==> src/rtl/lsu.sv <==
// Load/store unit: single outstanding data-bus access, byte-lane steering for
// stores, lane select plus sign/zero extension for loads, misalignment trap.
module lsu #(
   parameter int XLEN = 32
) (
   input  logic            clk,
   input  logic            rst,
   input  logic            issue,
   input  logic [2:0]      funct3,
   input  logic [XLEN-1:0] result,
   input  logic [XLEN-1:0] reg_out,
   input  logic            mm_we,
   input  logic            passthrough,
   output logic [XLEN-1:0] rd_data,
   output logic            mem_stall,
   output logic            misaligned,
   output logic            dbus_req,
   output logic            dbus_we,
   output logic [XLEN-1:0] dbus_addr,
   output logic [3:0]      dbus_be,
   output logic [XLEN-1:0] dbus_wdata,
   input  logic            dbus_ack,
   input  logic [XLEN-1:0] dbus_rdata
);

   // Bus handshake: dbus_req acts as valid and dbus_ack as ready. Once raised,
   // dbus_req and every qualifier (we/addr/be/wdata) hold stable until the
   // cycle in which dbus_ack is sampled high in BUSY; the transfer completes
   // on that edge and dbus_req drops there. Acks outside BUSY are ignored.

   typedef enum logic {
      IDLE = 1'b0,
      BUSY = 1'b1
   } state_t;

   state_t state;
   state_t next_state;

   logic [1:0] lane;
   logic       op_store;
   logic       illegal;
   logic       unaligned;
   logic       bad_access;
   logic       accept;
   logic       start_mem;
   logic       finish_mem;

   // Captured at issue so the load can be formatted when the ack arrives.
   logic [2:0] op_funct3;
   logic [1:0] op_lane;
   logic       op_load;

   function automatic logic [3:0] lane_enables(input logic [1:0] size,
                                               input logic [1:0] a);
      logic [3:0] be;
      case (size)
         2'b00:   be = 4'b0001 << a;
         2'b01:   be = 4'b0011 << a;
         default: be = 4'b1111;
      endcase
      return be;
   endfunction

   function automatic logic [XLEN-1:0] steer_wdata(input logic [1:0]      size,
                                                   input logic [XLEN-1:0] d);
      logic [XLEN-1:0] w;
      case (size)
         2'b00:   w = {4{d[7:0]}};
         2'b01:   w = {2{d[15:0]}};
         default: w = d;
      endcase
      return w;
   endfunction

   function automatic logic [XLEN-1:0] format_load(input logic [2:0]      f3,
                                                   input logic [1:0]      a,
                                                   input logic [XLEN-1:0] rdata);
      logic [7:0]      b;
      logic [15:0]     h;
      logic [XLEN-1:0] v;
      b = rdata[{a, 3'b000} +: 8];
      h = a[1] ? rdata[31:16] : rdata[15:0];
      case (f3)
         3'b000:  v = {{24{b[7]}}, b};
         3'b001:  v = {{16{h[15]}}, h};
         3'b100:  v = {24'h0, b};
         3'b101:  v = {16'h0, h};
         default: v = rdata;
      endcase
      return v;
   endfunction

   assign lane     = result[1:0];
   assign op_store = !passthrough && mm_we;

   // Size code 11 and funct3 110 are reserved; stores have no unsigned forms.
   assign illegal    = (funct3[1:0] == 2'b11) || (funct3 == 3'b110) ||
                       (op_store && funct3[2]);
   assign unaligned  = ((funct3[1:0] == 2'b01) && lane[0]) ||
                       ((funct3[1:0] == 2'b10) && (lane != 2'b00));
   assign bad_access = illegal || unaligned;

   assign accept     = (state == IDLE) && issue;
   assign start_mem  = accept && !passthrough && !bad_access;
   assign finish_mem = (state == BUSY) && dbus_ack;

   assign mem_stall  = (state == BUSY);

   always_ff @(posedge clk or posedge rst) begin
      if (rst) begin
         state <= IDLE;
      end else begin
         state <= next_state;
      end
   end

   always_comb begin
      next_state = state;
      case (state)
         IDLE: if (start_mem)  next_state = BUSY;
         BUSY: if (finish_mem) next_state = IDLE;
         default: next_state = IDLE;
      endcase
   end

   always_ff @(posedge clk or posedge rst) begin
      if (rst) begin
         rd_data    <= '0;
         misaligned <= 1'b0;
         dbus_req   <= 1'b0;
         dbus_we    <= 1'b0;
         dbus_addr  <= '0;
         dbus_be    <= 4'b0000;
         dbus_wdata <= '0;
         op_funct3  <= 3'b000;
         op_lane    <= 2'b00;
         op_load    <= 1'b0;
      end else begin
         misaligned <= 1'b0;
         if (accept) begin
            if (passthrough) begin
               rd_data <= result;
            end else if (bad_access) begin
               misaligned <= 1'b1;
               rd_data    <= '0;
            end else begin
               dbus_req   <= 1'b1;
               dbus_we    <= mm_we;
               dbus_addr  <= {result[XLEN-1:2], 2'b00};
               dbus_be    <= lane_enables(funct3[1:0], lane);
               dbus_wdata <= steer_wdata(funct3[1:0], reg_out);
               op_funct3  <= funct3;
               op_lane    <= lane;
               op_load    <= !mm_we;
            end
         end else if (finish_mem) begin
            dbus_req <= 1'b0;
            dbus_we  <= 1'b0;
            rd_data  <= op_load ? format_load(op_funct3, op_lane, dbus_rdata) : '0;
         end
      end
   end

endmodule

==> config.mk <==
export PLATFORM = sky130hd
export DESIGN_NAME = lsu
export DESIGN_NICKNAME = d
export VERILOG_FILES = /design/src/rtl/lsu.sv
export SDC_FILE = /design/constraint.sdc
export NUM_CORES = 1
export LEC_CHECK = 0
export CORE_MARGIN = 3
export CORE_UTILIZATION = 40
export DETAILED_ROUTE_END_ITERATION = 10
export PLACE_DENSITY = 0.74
export SYNTH_ARGS = -nofsm -noshare
export SYNTH_HDL_FRONTEND = slang
export SYNTH_SLANG_ARGS = --single-unit
==> constraint.sdc <==
create_clock -name clk -period 11.6 [get_ports clk]
set_input_delay 2.9 -clock clk [delete_from_list [all_inputs] [get_ports clk]]
set_output_delay 2.9 -clock clk [all_outputs]
set_load 0.1 [all_outputs]
==> metrics.txt, run 1 <==
# TYPE chip_impl_metric gauge
chip_impl_info{name="run_status",value="finished clean"} 1
chip_impl_info{name="crit_reg_reg_startpoint",value="op_funct3[1]"} 1
chip_impl_metric{name="yosysWarnings",unit=""} 0
chip_impl_metric{name="finalInstanceArea",unit="sq um"} 7870
chip_impl_info{name="tritoncts_clock_tree",value="yes"} 1
chip_impl_metric{name="drt-initial-drc-count",unit=""} 340
chip_impl_metric{name="synthesis.area_per_instance",unit="sq um"} 11.9
chip_impl_metric{name="hold_ws",unit="ns"} 0.494
chip_impl_metric{name="dp_hpwl",unit="um"} 12500
chip_impl_metric{name="placed_area",unit="sq um"} 7560
chip_impl_metric{name="hold_buf_count_cts",unit=""} 0
chip_impl_metric{name="clock_insertion_delay_worst_skew",unit="ns"} 0.36
chip_impl_info{name="min_delay_worst_type",value="flop to flop"} 1
chip_impl_metric{name="grt_max_degree",unit=""} 76
chip_impl_metric{name="vias",unit=""} 4575
chip_impl_metric{name="drc",unit=""} 0
chip_impl_metric{name="routed_wire_length_per_instance",unit="um"} 20.6
chip_impl_metric{name="via_count_normalized_by_instance_count",unit=""} 5.57
chip_impl_info{name="root_buffer",value="sky130_fd_sc_hd__clkbuf_16"} 1
chip_impl_metric{name="drtPass1Iterations",unit=""} 5
chip_impl_metric{name="floorplan.die_area",unit="sq um"} 15000
chip_impl_metric{name="start_util",unit="%"} 42.1
chip_impl_metric{name="floorplan.die.width",unit="um"} 123
chip_impl_metric{name="report.final.hold_viol_count",unit=""} 0
chip_impl_info{name="cp-startpoint",value="result[0]"} 1
chip_impl_info{name="worstSetupEndpoint",value="rd_data[15]"} 1
chip_impl_metric{name="overflow_after_grt",unit=""} 0
chip_impl_metric{name="crit_path_max_fanout",unit=""} 27
chip_impl_metric{name="totalWireLength",unit="um"} 16900
chip_impl_metric{name="die_height",unit="um"} 123
chip_impl_metric{name="placed_cells_incl_taps",unit=""} 805
chip_impl_metric{name="report.power.total",unit="mW"} 2.09
chip_impl_info{name="critical_path.endpoint_type",value="flop"} 1
chip_impl_metric{name="power.static_leakage",unit="nW"} 3.15
chip_impl_metric{name="placeableCoreArea",unit="sq um"} 12900
chip_impl_info{name="mostFrequentLayoutCell",value="sky130_fd_sc_hd__clkdlybuf4s50_1"} 1
chip_impl_metric{name="grt.met3_usage",unit="%"} 6.45
chip_impl_metric{name="layout.nets",unit=""} 749
chip_impl_metric{name="numPortBuffers",unit=""} 206
chip_impl_metric{name="cts_made_buffers",unit=""} 9
chip_impl_metric{name="cts.sinks",unit=""} 108
chip_impl_metric{name="grt_antenna_before_repair",unit=""} 0
chip_impl_metric{name="cts.path.max_buffers",unit=""} 2
chip_impl_metric{name="synth_cells",unit=""} 458
chip_impl_metric{name="final_cell_count_no_fill",unit=""} 821
chip_impl_metric{name="vias_in_the_first_global_route",unit=""} 4661
chip_impl_metric{name="cp_data_required_time",unit="ns"} 11.78
chip_impl_info{name="startpoint_type",value="input pin"} 1
chip_impl_metric{name="finalCoreUtilization",unit="%"} 60.8
chip_impl_metric{name="arrival",unit="ns"} 5.69
chip_impl_metric{name="use_met1",unit="%"} 28.8
chip_impl_metric{name="grt_first_pass_wirelength",unit="um"} 26000
chip_impl_metric{name="timing_worst_slew_pin_value",unit="ns"} 1.14
chip_impl_metric{name="power_density",unit="nW/um^2"} 266
chip_impl_metric{name="globalRouteTotalUtil",unit="%"} 22.7
chip_impl_metric{name="core.rowCount",unit=""} 41
chip_impl_metric{name="antenna_cells",unit=""} 0
chip_impl_metric{name="final_count_of_negative_setup_slack_endpoints",unit=""} 0
chip_impl_info{name="layout.cells.most_common_list",value="206 x sky130_fd_sc_hd__clkdlybuf4s50_1, 108 x sky130_fd_sc_hd__dfrtp_1, 84 x sky130_fd_sc_hd__mux2_2"} 1
chip_impl_metric{name="period_minus_slack",unit="ns"} 5.51
chip_impl_metric{name="maxCapViolCount",unit=""} 0
chip_impl_metric{name="netlist_area",unit="sq um"} 5440
chip_impl_metric{name="reg2reg_setup_slack",unit="ns"} 8.96
chip_impl_metric{name="vdd_drop_max",unit="mV"} 0.142
chip_impl_metric{name="maxSlewViolCount",unit=""} 0
chip_impl_info{name="worst_setup_path_class",value="input pin to flop"} 1
chip_impl_metric{name="timing.max_slew.rel_slack",unit="%"} 23.8
chip_impl_metric{name="use_met2",unit="%"} 36.4
chip_impl_info{name="busiest_layer",value="met2"} 1
chip_impl_metric{name="yosys_register_bits",unit=""} 108
chip_impl_metric{name="io-pin-count",unit=""} 209
chip_impl_metric{name="antenna_left",unit=""} 0
chip_impl_metric{name="clk_pin_slew_worst_paths",unit="ns"} 0.08
chip_impl_metric{name="max_freq",unit="GHz"} 0.181
chip_impl_metric{name="layout_setup_ws",unit="ns"} 6.09
chip_impl_metric{name="r2r.worst_path.cells",unit=""} 4
chip_impl_metric{name="place.gp.congestion",unit=""} 0.943
chip_impl_metric{name="h_tree_levels",unit=""} 3
chip_impl_metric{name="area_growth_syn_to_layout",unit="%"} 44.7
chip_impl_metric{name="totalNegativeSetupSlack",unit="ns"} 0
chip_impl_metric{name="number_of_post_cts_setup_repair_buffers",unit=""} 0
chip_impl_metric{name="synth-seq-area-share",unit="%"} 49.7
chip_impl_metric{name="period_share",unit="%"} 47.5
chip_impl_info{name="worst_r2r_endpoint",value="rd_data[24]"} 1
chip_impl_metric{name="fraction_of_final_layout_cells_with_drive_strength_greater_than_1",unit="%"} 19.6
chip_impl_metric{name="synth.lib_cells_used.distinct",unit=""} 47
chip_impl_info{name="rsz0062_at_grt",value="no"} 1
chip_impl_metric{name="timing.clock.skew",unit="ns"} 0.0103
chip_impl_metric{name="cts-resized-gates",unit=""} 0
chip_impl_metric{name="dp_worst_setup_slack",unit="ns"} 5.68
-- flip-flops by register name (all words and copies together) (netlist names) --
register    count
dbus_we         1
misaligned      1
op_lane         2
dbus_be         4
op_load         1
mem_stall       1
rd_data        32
dbus_wdata     32
dbus_req        1
dbus_addr      30
op_funct3       3
-- worst min path at each step --
stage / from / to / slack [ns] / depth (start not counted)
finish: dbus_addr[2] / dbus_addr[2] / 0.49 / 1
global route: dbus_addr[5] / dbus_addr[5] / 0.51 / 1
CTS: dbus_addr[5] / dbus_addr[5] / 0.50 / 1
detailed placement: dbus_addr[5] / dbus_addr[5] / 0.48 / 1
global placement: dbus_addr[3] / dbus_addr[3] / 0.47 / 1
floorplan: op_funct3[2] / op_funct3[2] / 0.52 / 1
-- synth_stat cells, drive strengths merged --
| master | n | area (sq um) |
|---|---|---|
| nor4 | 1 | 12.5 |
| mux2 | 92 | 1040 |
| nand3b | 1 | 7.51 |
| nor2 | 16 | 60.1 |
| a41oi | 1 | 8.76 |
| nand3 | 1 | 5.00 |
| and2 | 2 | 12.5 |
| nor3 | 30 | 150 |
| nand2 | 18 | 67.6 |
| or4 | 3 | 22.5 |
| nor3b | 5 | 37.5 |
| clkbuf | 15 | 56.3 |
| o21ai | 17 | 85.1 |
| conb | 1 | 3.75 |
| a2111o | 1 | 11.3 |
| buf | 23 | 158 |
| o22ai | 3 | 18.8 |
| dfrtp | 108 | 2700 |
| a221oi | 1 | 15.0 |
| mux2i | 15 | 150 |
| a221o | 8 | 80.1 |
| a211o | 1 | 8.76 |
| and3 | 1 | 6.26 |
| nand2b | 6 | 40.0 |
| a32oi | 2 | 17.5 |
| nor2b | 5 | 31.3 |
| a2bb2oi | 3 | 26.3 |
| o31a | 1 | 8.76 |
| a21oi | 8 | 40.0 |
| or2 | 2 | 12.5 |
| or3 | 3 | 18.8 |
| a2111oi | 3 | 26.3 |
| a211oi | 3 | 22.5 |
| a22oi | 17 | 128 |
| o41ai | 1 | 27.5 |
| o21bai | 2 | 15.0 |
| a31oi | 24 | 228 |
| o211ai | 5 | 37.5 |
| inv | 9 | 33.8 |
-- power breakdown --
group / leakage (nW) / switching, mW / internal [mW]
sequential: 1.29 / 0.0734 / 0.479
combinational: 1.71 / 0.912 / 0.310
clock: 0.151 / 0.149 / 0.171
-- layer usage --
layer / vias to the layer above / part of all wire [%]
met5: - / 0
met4: 0 / 2.9
met3: 29 / 9.5
met2: 252 / 47
met1: 2212 / 41
li1: 2082 / -
-- kinds of logic after synthesis --
family | after synthesis | share of synthesized area [%]
other | 1 | 0.0690
flip-flops | 108 | 49.7
AND/OR/NAND/NOR | 94 | 8.91
AO/OA/AOI/OAI | 101 | 14.8
buffers and inverters | 47 | 4.56
multiplexers | 107 | 22.0
-- worst max-delay path: stages --
cell and delay, ns:
sky130_fd_sc_hd__clkdlybuf4s50_1 0.74, sky130_fd_sc_hd__nand3b_1 0.24, sky130_fd_sc_hd__a31oi_4 0.67, sky130_fd_sc_hd__or2_1 0.91, sky130_fd_sc_hd__a41oi_1 0.22
-- cell type report --
type / instances / area (sq um)
tap: 172 / 215
clock buffer: 9 / 225
fill: 1063 / 5060
sequential: 108 / 2700
inverter: 9 / 36.3
multi-input combinational: 304 / 2500
clock inverter: 7 / 82.6
timing repair buffer: 212 / 2110
No activity file was read; power rests on OpenSTA's default activity.
==> inputs of run 2 (changes only) <==
PLACE_DENSITY = 0.77   (was 0.74)
clock period = 4.9 ns   (was 11.6 ns; I/O delays follow)
==> run 2 against run 1 <==
  * Hold slack lost 0.0062 ns
  * Combinational power grew 140%
  * First-iteration DRC count grew 16%
  * Power grew 140%
  * Highest routed layer unchanged
  * Global-route usage shrank 0.36 points
  * Die area is the same
  * Register-to-register slack lost 6.7 ns
  * Clock power grew 140%
  * Critical endpoint is now rd_data[19]
==> metrics.txt, run 2 (synthesized netlist as in run 1, its figures left out) <==
# TYPE chip_impl_metric gauge
chip_impl_info{name="run_status",value="finished clean"} 1
chip_impl_info{name="min_delay_worst_type",value="flop to flop"} 1
chip_impl_info{name="startpoint_type",value="input pin"} 1
chip_impl_metric{name="start_util",unit="%"} 42.1
chip_impl_metric{name="h_tree_levels",unit=""} 3
chip_impl_metric{name="crit_path_max_fanout",unit=""} 21
chip_impl_info{name="mostFrequentLayoutCell",value="sky130_fd_sc_hd__clkdlybuf4s50_1"} 1
chip_impl_metric{name="drc",unit=""} 0
chip_impl_metric{name="arrival",unit="ns"} 3.41
chip_impl_info{name="critical_path.endpoint_type",value="flop"} 1
chip_impl_metric{name="timing.clock.skew",unit="ns"} 0.00933
chip_impl_metric{name="cts.path.max_buffers",unit=""} 2
chip_impl_info{name="rsz0062_at_grt",value="no"} 1
chip_impl_info{name="worst_setup_path_class",value="input pin to flop"} 1
chip_impl_metric{name="maxCapViolCount",unit=""} 0
chip_impl_metric{name="totalWireLength",unit="um"} 16800
chip_impl_metric{name="power_density",unit="nW/um^2"} 629
chip_impl_metric{name="power.static_leakage",unit="nW"} 3.18
chip_impl_metric{name="period_minus_slack",unit="ns"} 3.21
chip_impl_info{name="root_buffer",value="sky130_fd_sc_hd__clkbuf_16"} 1
chip_impl_info{name="highest-signal-layer",value="met4"} 1
chip_impl_metric{name="timing.max_slew.rel_slack",unit="%"} 22.2
chip_impl_metric{name="floorplan.die.width",unit="um"} 123
chip_impl_metric{name="clk_pin_slew_worst_paths",unit="ns"} 0.07
chip_impl_metric{name="report.final.hold_viol_count",unit=""} 0
chip_impl_metric{name="wl_met2",unit="um"} 8040
chip_impl_metric{name="die_height",unit="um"} 123
chip_impl_metric{name="grt_max_degree",unit=""} 53
chip_impl_metric{name="globalRouteTotalUtil",unit="%"} 22.4
chip_impl_info{name="tritoncts_clock_tree",value="yes"} 1
chip_impl_metric{name="vdd_drop_max",unit="mV"} 0.359
chip_impl_metric{name="fraction_of_final_layout_cells_with_drive_strength_greater_than_1",unit="%"} 20.0
chip_impl_metric{name="placeableCoreArea",unit="sq um"} 12900
chip_impl_metric{name="number_of_post_cts_setup_repair_buffers",unit=""} 0
chip_impl_metric{name="layout_setup_ws",unit="ns"} 1.69
chip_impl_metric{name="grt_first_pass_wirelength",unit="um"} 25900
chip_impl_metric{name="route.layer.met1.wl",unit="um"} 6690
chip_impl_metric{name="hold_ws",unit="ns"} 0.488
chip_impl_metric{name="antenna_left",unit=""} 0
chip_impl_metric{name="drt-initial-drc-count",unit=""} 393
chip_impl_metric{name="routed_wire_length_per_instance",unit="um"} 20.3
chip_impl_metric{name="overflow_after_grt",unit=""} 0
chip_impl_info{name="layout.cells.most_common_list",value="206 x sky130_fd_sc_hd__clkdlybuf4s50_1, 108 x sky130_fd_sc_hd__dfrtp_1, 84 x sky130_fd_sc_hd__mux2_2"} 1
chip_impl_metric{name="hold_buf_count_cts",unit=""} 0
chip_impl_metric{name="floorplan.die_area",unit="sq um"} 15000
chip_impl_metric{name="met3RoutedLength",unit="um"} 1620
chip_impl_metric{name="grt_antenna_before_repair",unit=""} 0
chip_impl_metric{name="vias",unit=""} 4622
chip_impl_metric{name="cts.sinks",unit=""} 108
chip_impl_metric{name="period_share",unit="%"} 65.6
chip_impl_metric{name="timing_worst_slew_pin_value",unit="ns"} 1.17
chip_impl_metric{name="cts-resized-gates",unit=""} 0
chip_impl_metric{name="maxSlewViolCount",unit=""} 0
chip_impl_metric{name="dp_worst_setup_slack",unit="ns"} 1.34
chip_impl_metric{name="vias_in_the_first_global_route",unit=""} 4719
chip_impl_metric{name="numPortBuffers",unit=""} 206
chip_impl_metric{name="clock_insertion_delay_worst_skew",unit="ns"} 0.35
chip_impl_metric{name="via_count_normalized_by_instance_count",unit=""} 5.60
chip_impl_metric{name="totalNegativeSetupSlack",unit="ns"} 0
chip_impl_metric{name="cp_data_required_time",unit="ns"} 5.10
chip_impl_metric{name="max_freq",unit="GHz"} 0.311
chip_impl_metric{name="place.gp.congestion",unit=""} 0.956
chip_impl_metric{name="io-pin-count",unit=""} 209
chip_impl_metric{name="cts_made_buffers",unit=""} 9
chip_impl_metric{name="core.rowCount",unit=""} 41
chip_impl_info{name="largestRegisters",value="dbus_wdata: 32 flops, rd_data: 32 flops, dbus_addr: 30 flops"} 1
chip_impl_metric{name="layout.nets",unit=""} 754
chip_impl_metric{name="final_count_of_negative_setup_slack_endpoints",unit=""} 0
chip_impl_metric{name="antenna_cells",unit=""} 0
chip_impl_metric{name="drtPass1Iterations",unit=""} 5
chip_impl_metric{name="dp_hpwl",unit="um"} 12600
chip_impl_metric{name="area_growth_syn_to_layout",unit="%"} 45.5
-- run 2: worst max-delay path, stage by stage --
cell	delay [ns]
sky130_fd_sc_hd__clkdlybuf4s50_1	0.76
sky130_fd_sc_hd__nand3b_1	0.24
sky130_fd_sc_hd__a31oi_4	0.48
sky130_fd_sc_hd__or2_1	0.25
sky130_fd_sc_hd__buf_4	0.32
sky130_fd_sc_hd__a31oi_2	0.13
-- run 2: final timing paths --
path | from | slack, ns | end | depth (start not counted)
max in group asynchronous | rst | 2.71 | dbus_we | 3
worst max-delay path | result[0] | 1.69 | rd_data[19] | 6
min in group asynchronous | rst | 1.32 | dbus_wdata[3] | 2
worst max register to register | op_funct3[1] | 2.28 | rd_data[25] | 4
worst min-delay path | dbus_addr[5] | 0.49 | dbus_addr[5] | 1
worst min register to register | dbus_addr[5] | 0.49 | dbus_addr[5] | 1
-- run 2: area by class of cell --
type | instances | area (sq um)
tap | 172 | 215
fill | 1047 | 5020
sequential | 108 | 2700
clock buffer | 13 | 270
clock inverter | 3 | 43.8
inverter | 9 | 36.3
multi-input combinational | 304 | 2500
timing repair buffer | 217 | 2140
-- run 2: power breakdown --
| group | switching (mW) | internal, mW | leakage, nW |
|---|---|---|---|
| Combinational | 2.16 | 0.738 | 1.73 |
| Clock | 0.332 | 0.439 | 0.156 |
| Sequential | 0.173 | 1.13 | 1.29 |
| Total | 2.67 | 2.31 | 3.18 |
-- run 2: layer usage --
layer  global-route usage [%]  vias up
met1                     28.2     2255
met5                        0        -
met4                     7.84        0
met2                     36.8      244
met3                     6.59       30
li1                         -     2093
-- run 2: metrics by stage --
stage	util, %	power [mW]	std cells	cell area (sq um)
final	61.2	4.98	826	7910
after global routing	61.2	5.15	826	7910
after CTS	61.2	5.00	826	7910
after detailed placement	58.8	4.22	810	7600
after global placement	58.8	4.19	810	7600
after floorplan	-	3.49	459	5440
==> inputs of run 3 (changes only) <==
clock period = 2.8 ns   (was 4.9 ns; I/O delays follow)
==> run 3 against run 2 <==
  * Setup slack lost 1.2 ns
  * Clock power grew 62%
  * Power grew 71%
  * Critical path depth is the same
  * Sequential cell count is the same
  * Core utilization shrank 1.1 points
  * Final area shrank 1.8%
  * Die area is the same
  * Cell count grew 1.3%
  * Sequential share of layout area grew 0.62 points
  * Critical endpoint is now dbus_addr[11]
==> metrics.txt, run 3 (synthesized netlist as in run 1, its figures left out) <==
# TYPE chip_impl_metric gauge
chip_impl_metric{name="grt.met3_usage",unit="%"} 8.06
chip_impl_metric{name="cts-resized-gates",unit=""} 0
chip_impl_metric{name="vias_in_the_first_global_route",unit=""} 4901
chip_impl_metric{name="vdd_drop_max",unit="mV"} 0.696
chip_impl_metric{name="cts.sinks",unit=""} 108
chip_impl_info{name="worst_setup_path_class",value="input pin to flop"} 1
chip_impl_metric{name="number_of_post_cts_setup_repair_buffers",unit=""} 0
chip_impl_metric{name="grt_max_degree",unit=""} 77
chip_impl_info{name="timing.critical_path.cells",value="clkdlybuf4s50_1, nand3b_1, o211ai_1, buf_4, buf_12, mux2_2"} 1
chip_impl_metric{name="r2r.worst_path.cells",unit=""} 4
chip_impl_metric{name="antenna_cells",unit=""} 0
chip_impl_info{name="critical_path.endpoint_type",value="flop"} 1
chip_impl_metric{name="layout.nets",unit=""} 767
chip_impl_metric{name="timing_worst_slew_pin_value",unit="ns"} 1.13
chip_impl_info{name="crit_path_top_delay_cell",value="sky130_fd_sc_hd__clkdlybuf4s50_1"} 1
chip_impl_info{name="min_delay_worst_type",value="flop to flop"} 1
chip_impl_metric{name="routed_wire_length_per_instance",unit="um"} 20.4
chip_impl_metric{name="hold_buf_count_cts",unit=""} 0
chip_impl_metric{name="cts.path.max_buffers",unit=""} 2
chip_impl_metric{name="placeableCoreArea",unit="sq um"} 12900
chip_impl_info{name="mostFrequentLayoutCell",value="sky130_fd_sc_hd__buf_4"} 1
chip_impl_info{name="busiest_layer",value="met2"} 1
chip_impl_metric{name="grt_antenna_before_repair",unit=""} 0
chip_impl_metric{name="use_met1",unit="%"} 27.2
chip_impl_metric{name="period_share",unit="%"} 84.4
chip_impl_metric{name="die_height",unit="um"} 123
chip_impl_metric{name="floorplan.die_area",unit="sq um"} 15000
chip_impl_metric{name="area_growth_syn_to_layout",unit="%"} 42.9
chip_impl_info{name="run_status",value="finished clean"} 1
chip_impl_metric{name="totalWireLength",unit="um"} 17100
chip_impl_metric{name="clock_insertion_delay_worst_skew",unit="ns"} 0.35
chip_impl_metric{name="floorplan.die.width",unit="um"} 123
chip_impl_metric{name="clk_pin_slew_worst_paths",unit="ns"} 0.07
chip_impl_metric{name="arrival",unit="ns"} 2.59
chip_impl_metric{name="dp_hpwl",unit="um"} 13100
chip_impl_metric{name="power.static_leakage",unit="nW"} 3.34
chip_impl_metric{name="cp_data_required_time",unit="ns"} 3.03
chip_impl_info{name="root_buffer",value="sky130_fd_sc_hd__clkbuf_16"} 1
chip_impl_metric{name="period_minus_slack",unit="ns"} 2.36
chip_impl_metric{name="timing.max_slew.rel_slack",unit="%"} 24.2
chip_impl_metric{name="overflow_after_grt",unit=""} 0
chip_impl_metric{name="drtPass1Iterations",unit=""} 5
chip_impl_metric{name="h_tree_levels",unit=""} 3
chip_impl_metric{name="cts_made_buffers",unit=""} 9
chip_impl_info{name="tritoncts_clock_tree",value="yes"} 1
chip_impl_metric{name="io-pin-count",unit=""} 209
chip_impl_info{name="layout.cells.most_common_list",value="122 x sky130_fd_sc_hd__buf_4, 108 x sky130_fd_sc_hd__dfrtp_1, 104 x sky130_fd_sc_hd__clkdlybuf4s50_1"} 1
chip_impl_metric{name="maxSlewViolCount",unit=""} 0
chip_impl_metric{name="totalNegativeSetupSlack",unit="ns"} 0
chip_impl_metric{name="fraction_of_final_layout_cells_with_drive_strength_greater_than_1",unit="%"} 36.8
chip_impl_metric{name="final_count_of_negative_setup_slack_endpoints",unit=""} 0
chip_impl_metric{name="globalRouteTotalUtil",unit="%"} 23.0
chip_impl_metric{name="crit_path_max_incr_delay",unit="ns"} 0.65
chip_impl_metric{name="min_delay_path_depth",unit=""} 1
chip_impl_metric{name="fill_cells",unit=""} 1122
chip_impl_metric{name="drt-initial-drc-count",unit=""} 330
chip_impl_metric{name="via_count_normalized_by_instance_count",unit=""} 5.59
chip_impl_info{name="largestRegisters",value="dbus_wdata: 32 flops, rd_data: 32 flops, dbus_addr: 30 flops"} 1
chip_impl_metric{name="use_met2",unit="%"} 37.8
chip_impl_info{name="startpoint_type",value="input pin"} 1
chip_impl_metric{name="place.gp.congestion",unit=""} 0.933
chip_impl_metric{name="report.final.hold_viol_count",unit=""} 0
chip_impl_metric{name="core.rowCount",unit=""} 41
chip_impl_metric{name="crit_path_max_fanout",unit=""} 22
chip_impl_metric{name="drc",unit=""} 0
chip_impl_metric{name="maxCapViolCount",unit=""} 0
chip_impl_metric{name="timing.clock.skew",unit="ns"} 0.00713
chip_impl_metric{name="hold_ws",unit="ns"} 0.493
chip_impl_metric{name="antenna_left",unit=""} 0
chip_impl_metric{name="numPortBuffers",unit=""} 206
chip_impl_metric{name="grt_first_pass_wirelength",unit="um"} 26500
chip_impl_info{name="rsz0062_at_grt",value="no"} 1
chip_impl_metric{name="start_util",unit="%"} 42.1
chip_impl_metric{name="vias",unit=""} 4676
chip_impl_metric{name="max_freq",unit="GHz"} 0.423
chip_impl_metric{name="power_density",unit="nW/um^2"} 1100
## run 3: cell count changes in the layout (fill, tap and decap cells not counted)
| cell | delta |
|---|---|
| sky130_fd_sc_hd__clkbuf_8 | -3 |
| sky130_fd_sc_hd__clkbuf_1 | -1 |
| sky130_fd_sc_hd__buf_12 | +4 |
| sky130_fd_sc_hd__clkinvlp_4 | +1 |
| sky130_fd_sc_hd__clkdlybuf4s50_1 | -102 |
| sky130_fd_sc_hd__inv_6 | +1 |
| sky130_fd_sc_hd__clkinv_4 | -1 |
| sky130_fd_sc_hd__inv_4 | -1 |
| sky130_fd_sc_hd__clkinv_2 | +2 |
| sky130_fd_sc_hd__buf_4 | +111 |
## run 3: routing by layer
metal	wire length (um)	part of all wire [%]
met4	562	3.3
met1	6650	39
met5	0	0
met2	8290	48
met3	1610	9.4
## run 3: path summary, 6_finish.rpt
check | end | slack, ns | from
min | dbus_addr[3] | 0.49 | dbus_addr[3]
max reg2reg | rd_data[13] | 0.65 | op_lane[1]
max | dbus_addr[11] | 0.44 | funct3[0]
min reg2reg | dbus_addr[3] | 0.49 | dbus_addr[3]
min in group asynchronous | dbus_addr[29] | 0.82 | rst
max in group asynchronous | dbus_addr[4] | 1.65 | rst
## run 3: report_power, final
group | switching, mW | internal (mW)
sequential | 0.289 | 1.99
clock | 0.565 | 0.683
combinational | 3.82 | 1.18
## run 3: layout make-up
class                      instances  area, sq um  share of cell area (%)
tap                              172          215                    2.77
clock inverter                     5         53.8                   0.693
multi-input combinational        304         2500                    32.1
clock buffer                       9          225                    2.90
sequential                       108         2700                    34.8
inverter                           9         37.5                   0.483
timing repair buffer             230         2040                    26.2
## run 3: worst max-delay path, delay by kind of cell
kind,cells,cell delay [ns]
muxes,1,0.35
AOI/OAI and AO/OA,1,0.17
and+or+nand+nor,1,0.22
buffers and inverters,3,1.13
## run 3: per-stage QoR
stage,cell area (sq um),total power [mW],instances,setup WS [ns],utilization [%]
after global placement,7490,7.23,823,0.121,57.9
after global routing,7770,8.83,837,0.344,60.1
after CTS,7770,8.56,837,0.443,60.1
after detailed placement,7490,7.31,823,0.0685,57.9
final,7770,8.52,837,0.438,60.1
after floorplan,5440,6.11,459,0.457,-
